### config.mk
export PLATFORM = sky130hd
export DESIGN_NAME = adaboost_weight_sequencer
export DESIGN_NICKNAME = d
export VERILOG_FILES = /design/src/rtl/adaboost_weight_sequencer.sv
export SDC_FILE = /design/constraint.sdc
export NUM_CORES = 1
export LEC_CHECK = 0
export CAP_MARGIN = 20
export CORE_AREA = 2 2 106 108
export CTS_CLUSTER_DIAMETER = 100
export CTS_CLUSTER_SIZE = 24
export DETAILED_ROUTE_END_ITERATION = 12
export DIE_AREA = 0 0 108 110
export GPL_TIMING_DRIVEN = 0
export PLACE_DENSITY = 0.6
export SLEW_MARGIN = 15
export SYNTH_ARGS = -nofsm -noshare
export SYNTH_HDL_FRONTEND = slang
export SYNTH_SLANG_ARGS = --single-unit
### constraint.sdc
create_clock -name clk -period 2.28 [get_ports clk]
set_input_delay 0.57 -clock clk [delete_from_list [all_inputs] [get_ports clk]]
set_output_delay 0.57 -clock clk [all_outputs]
set_load 0.1 [all_outputs]
### src/rtl/adaboost_weight_sequencer.sv
// Weight-load and inference-sweep sequencer for the three AdaBoost bagging banks.
// Define ADA_WSEQ_TIMEOUT_EN to build the WAIT-state watchdog (TIMEOUT cycles).
//
//   state  | meaning
//   IDLE   | waiting for load_start / run_start
//   LOAD   | accepting host words, writing banks 0..2
//   RUN    | lockstep read sweep of all banks, cls_en high
//   WAIT   | waiting for all three classifiers to report ready
//   DONE   | one-cycle done pulse
module adaboost_weight_sequencer #(
  parameter int DEPTH = 32,
  parameter int AW = 5,
  parameter int WW = 9
`ifdef ADA_WSEQ_TIMEOUT_EN
  ,
  parameter int TIMEOUT = 255
`endif
) (
  input  logic          clk,
  input  logic          rst,
  input  logic          load_start,
  input  logic          run_start,
  input  logic          host_valid,
  output logic          host_ready,
  input  logic [1:0]    host_sel,
  input  logic [WW-1:0] host_weight,
  output logic [2:0]    mem_write,
  output logic [2:0]    mem_read,
  output logic [AW-1:0] mem_addr0,
  output logic [AW-1:0] mem_addr1,
  output logic [AW-1:0] mem_addr2,
  output logic [WW-1:0] mem_wdata,
  output logic          cls_en,
  input  logic [2:0]    cls_ready,
  output logic          busy,
  output logic          loaded,
  output logic          done,
  output logic          err
);

  typedef enum logic [2:0] {S_IDLE, S_LOAD, S_RUN, S_WAIT, S_DONE} state_t;

  // Bank counters need one extra bit so they can hold DEPTH itself.
  localparam int CW = AW + 1;
  localparam logic [CW-1:0] FULL = CW'(DEPTH);
  localparam logic [AW-1:0] LAST = AW'(DEPTH - 1);

  state_t        state_q, state_d;
  logic [CW-1:0] cnt_q [3];
  logic [CW-1:0] cnt_d [3];
  logic [AW-1:0] addr_q [3];
  logic [AW-1:0] addr_d [3];
  logic [WW-1:0] wdata_q, wdata_d;
  logic [2:0]    write_q, write_d;
  logic [2:0]    read_q, read_d;
  logic          cls_en_q, cls_en_d;
  logic          ready_q, ready_d;
  logic          busy_q, busy_d;
  logic          loaded_q, loaded_d;
  logic          done_q, done_d;
  logic          err_q, err_d;
`ifdef ADA_WSEQ_TIMEOUT_EN
  logic [7:0]    wd_q, wd_d;
`endif

  always_comb begin
    state_d  = state_q;
    cnt_d    = cnt_q;
    addr_d   = addr_q;
    wdata_d  = wdata_q;
    write_d  = '0;
    read_d   = read_q;
    cls_en_d = cls_en_q;
    ready_d  = ready_q;
    loaded_d = loaded_q;
    done_d   = 1'b0;
    err_d    = err_q;
`ifdef ADA_WSEQ_TIMEOUT_EN
    wd_d     = wd_q;
`endif
    case (state_q)
      S_IDLE: begin
        if (load_start) begin
          state_d  = S_LOAD;
          ready_d  = 1'b1;
          loaded_d = 1'b0;
          err_d    = 1'b0;
          for (int i = 0; i < 3; i++) cnt_d[i] = '0;
        end else if (run_start) begin
          if (loaded_q) begin
            state_d  = S_RUN;
            read_d   = 3'b111;
            cls_en_d = 1'b1;
            for (int i = 0; i < 3; i++) addr_d[i] = '0;
          end else begin
            err_d = 1'b1;
          end
        end
      end
      S_LOAD: begin
        if (host_valid && ready_q) begin
          // sel==3 matches no bank and falls through to the error path.
          err_d = 1'b1;
          for (int i = 0; i < 3; i++) begin
            if (host_sel == 2'(i) && cnt_q[i] != FULL) begin
              err_d      = err_q;
              write_d[i] = 1'b1;
              addr_d[i]  = cnt_q[i][AW-1:0];
              wdata_d    = host_weight;
              cnt_d[i]   = cnt_q[i] + 1'b1;
            end
          end
        end
        if (cnt_d[0] == FULL && cnt_d[1] == FULL && cnt_d[2] == FULL) begin
          state_d  = S_IDLE;
          ready_d  = 1'b0;
          loaded_d = 1'b1;
        end
      end
      S_RUN: begin
        if (addr_q[0] == LAST) begin
          state_d  = S_WAIT;
          read_d   = '0;
          cls_en_d = 1'b0;
          for (int i = 0; i < 3; i++) addr_d[i] = '0;
`ifdef ADA_WSEQ_TIMEOUT_EN
          wd_d = 8'(TIMEOUT - 1);
`endif
        end else begin
          for (int i = 0; i < 3; i++) addr_d[i] = addr_q[0] + 1'b1;
        end
      end
      S_WAIT: begin
        if (cls_ready == 3'b111) begin
          state_d = S_DONE;
          done_d  = 1'b1;
        end
`ifdef ADA_WSEQ_TIMEOUT_EN
        else if (wd_q == '0) begin
          state_d = S_DONE;
          done_d  = 1'b1;
          err_d   = 1'b1;
        end else begin
          wd_d = wd_q - 1'b1;
        end
`endif
      end
      S_DONE:  state_d = S_IDLE;
      default: state_d = S_IDLE;
    endcase
    busy_d = (state_d != S_IDLE);
  end

  always_ff @(posedge clk or negedge rst) begin
    if (!rst) begin
      state_q  <= S_IDLE;
      for (int i = 0; i < 3; i++) begin
        cnt_q[i]  <= '0;
        addr_q[i] <= '0;
      end
      wdata_q  <= '0;
      write_q  <= '0;
      read_q   <= '0;
      cls_en_q <= 1'b0;
      ready_q  <= 1'b0;
      busy_q   <= 1'b0;
      loaded_q <= 1'b0;
      done_q   <= 1'b0;
      err_q    <= 1'b0;
`ifdef ADA_WSEQ_TIMEOUT_EN
      wd_q     <= '0;
`endif
    end else begin
      state_q  <= state_d;
      cnt_q    <= cnt_d;
      addr_q   <= addr_d;
      wdata_q  <= wdata_d;
      write_q  <= write_d;
      read_q   <= read_d;
      cls_en_q <= cls_en_d;
      ready_q  <= ready_d;
      busy_q   <= busy_d;
      loaded_q <= loaded_d;
      done_q   <= done_d;
      err_q    <= err_d;
`ifdef ADA_WSEQ_TIMEOUT_EN
      wd_q     <= wd_d;
`endif
    end
  end

  assign host_ready = ready_q;
  assign mem_write  = write_q;
  assign mem_read   = read_q;
  assign mem_addr0  = addr_q[0];
  assign mem_addr1  = addr_q[1];
  assign mem_addr2  = addr_q[2];
  assign mem_wdata  = wdata_q;
  assign cls_en     = cls_en_q;
  assign busy       = busy_q;
  assign loaded     = loaded_q;
  assign done       = done_q;
  assign err        = err_q;

endmodule

==> reports/metrics.yaml <==
track_usage_pct: 13.9
postCtsHoldBufs: 0
cts-root-buf: "clkbuf_8"
finalHoldViolCount: 0
setup_tns_ps: 0
clockBufferDepth: 2
die_w_um: 108
nets: 413
critPathLaunchType: "register"
power_density_nw_per_um2: 1220
synthToLayoutAreaGrowth_pct: 26.5
path_class: "reg2out"
clock_skew_ps: 10.8
grt_remaining_overflow: 0
fin_crit_sh_pct: 97.3
cpPeakStageDelay_ps: 870
final_cells: 527
vias: 2643
path_buf_inv: 1
cp-end-kind: "output pin"
dp_cells: 516
totalPowerFinal_mw: 4.84
synth_common_cells: "54 x dfrtp_1, 42 x a21oi_1, 33 x nor2_1"
die_area_um2: 11900
synth-seq-area-share_pct: 43.1
hold_path.class: "in2async"
place_hpwl_mm: 5.91
wl_met2_mm: 3.82
die_y_um: 110
slew-limit-headroom_pct: 35.6
yosys.area.top_type: "dfrtp_1"
drc_errors: 0
n_fill_cell: 1102
status: "completed"
crit_family: "buffers and inverters"
crit_fanout: 7
htreeDepth: 2
clk_latency_ps: 320
synth_ff_type: "dfrtp_1"
arrival_ps: 1650
drive_gt1_share_pct: 17.6
postRouteAntennaNets: 0
avgSynthCellArea_um2: 9.70
cpMaxStageDelayCell: "dlygate4sd2_1"
wl_met1_mm: 3.82
core_um2: 10700
finalSetupViolCount: 0
cp.required_ps: 1710
fmax_mhz: 451
cts_tree: "yes"
cp_cell_sequence: "dlygate4sd2_1"
highest_layer: "met4"
cts.clk_slew.worst_paths_ps: 110
synthTopCellsByArea: "dfrtp_1 43%, a21oi_1 6.7%, nor2_1 4.0%"
wl_met3_um: 350
ioPinCount: 55
wl_per_cell_um: 15.4
ys_types: 68
period_minus_slack_ps: 2220
routabilityCongestion: 0.855
start_util_pct: 29.3
grt_pass1_vias: 2532
synth_most_common_cell: "dfrtp_1"
p_leak_nw: 1.71
timing.final.max_slew_violations: 0
antenna_found_initial: 0
drt-total-wl_mm: 8.10
ys_async_sr_fraction_pct: 100
maxCapViolations: 0
clock-sinks: 54
first_pass_iters: 4
syn-cell-area_um2: 3130
tightestPinTransition_ps: 970
rows: 38
diodes: 0
syn_nets: 350
grt_start_max_net_pins: 55
ys_ff_latch: 54
viasPerCell: 5.02
yosysWarnings: 0
synth_edf_count: 0
yosysTopAreaCellShare_pct: 43.1
io_buffers: 53
numCtsBuffers: 5
irDropWorstVdd_v: 0.000600
grt_pass1_wl_mm: 13.1
drt_iter0_markers: 151
syn_inst: 323
timing repair:
action | 4_1_cts | 5_1_grt
pin swaps | 3 | 4
resized for setup | 48 | 2
buffers inserted | 2 | 1
endpoints found under the setup margin | 40 | 4
layer usage:
layer  GRT usage [%]  vias to the layer above
li1                -                     1293
met1            19.4                     1280
met2            22.8                       61
met3            2.18                        9
met4            3.21                        0
met5               0                        -
through the flow:
| step | area (µm²) | util, % | hold WS (ps) | setup slack (ps) |
|---|---|---|---|---|
| floorplan | 3140 | - | 274 | 131 |
| finish | 3960 | 37.1 | 293 | 60.7 |
| CTS | 3940 | 36.9 | 329 | 38.1 |
| global route | 3960 | 37.1 | 351 | -7.89 |
| detailed placement | 3840 | 35.9 | 497 | -486 |
| global placement | 3840 | 35.9 | 487 | -1320 |
area by class of cell:
cell class	count	area, µm²	area share (%)
Buffer	21	144	3.63
Multi-Input combinational cell	239	1630	41.1
Tap cell	140	175	4.42
Inverter	9	33.8	0.852
Clock inverter	2	38.8	0.979
Clock buffer	6	82.6	2.08
Sequential cell	54	1350	34.2
Timing Repair Buffer	56	505	12.8
cell families after synthesis:
group           after synthesis  share of synthesized area (%)
simple gates                113                           21.7
compound gates               96                           19.2
flops                        54                           43.1
buf+inv                      30                           5.55
mux                          16                           5.55
fa+ha+maj                     8                           3.19
xor+xnor                      6                           1.68
placed cells by master, fill, tap and decap left out, types with 4 or more instances in the layout:
cell | netlist | final
o41ai_1 | 4 | 4
dfrtp_1 | 54 | 52
and3_1 | 4 | 4
nor3_1 | 5 | 5
clkbuf_1 | 8 | 8
mux2i_1 | 5 | 4
inv_1 | 9 | 8
a21oi_1 | 42 | 42
nand2_1 | 22 | 22
nor2_1 | 33 | 33
dlygate4sd2_1 | 0 | 36
nand4_1 | 6 | 6
ha_1 | 8 | 7
clkdlybuf4s50_1 | 0 | 13
nand3_1 | 7 | 7
o21ai_0 | 17 | 17
o31ai_1 | 6 | 5
buf_4 | 6 | 10
mux2_2 | 11 | 11
clkbuf_8 | 2 | 8
flip-flops by register name, summed over array words and instances (netlist names), 3 cells and up:
| name | count |
|---|---|
| mem_addr1 | 5 |
| mem_addr2 | 5 |
| mem_wdata | 9 |
| state_q | 3 |
| mem_addr0 | 5 |
| mem_write | 3 |
| cnt_q | 18 |
path summary, 6_finish.rpt:
kind,endpoint,start,depth (start not counted),slack (ps)
max in group asynchronous,cnt_q[1],rst,1,1480
min in group clk,mem_wdata[8],mem_wdata[8],1,510
max reg2reg,state_q[0],cnt_q[0],9,60
min reg2reg,mem_wdata[8],mem_wdata[8],1,510
min,mem_addr1[4],rst,1,290
max,host_ready,host_ready,1,60
power by group:
group | switching, mW | internal (mW)
Combinational | 2.03 | 0.667
Clock | 0.340 | 0.362
Sequential | 0.224 | 1.22
worst reg2reg max path, cell delays in order, from the launching register on:
cell and delay (ps):
dfrtp_1 400, buf_6 120, inv_2 70, ha_4 210, or4b_1 490, a22oi_1 150
a211o_1 140, nand4_1 140, o31ai_2 290, a21oi_1 90
Note: power is estimated with default switching activity, not from simulation.
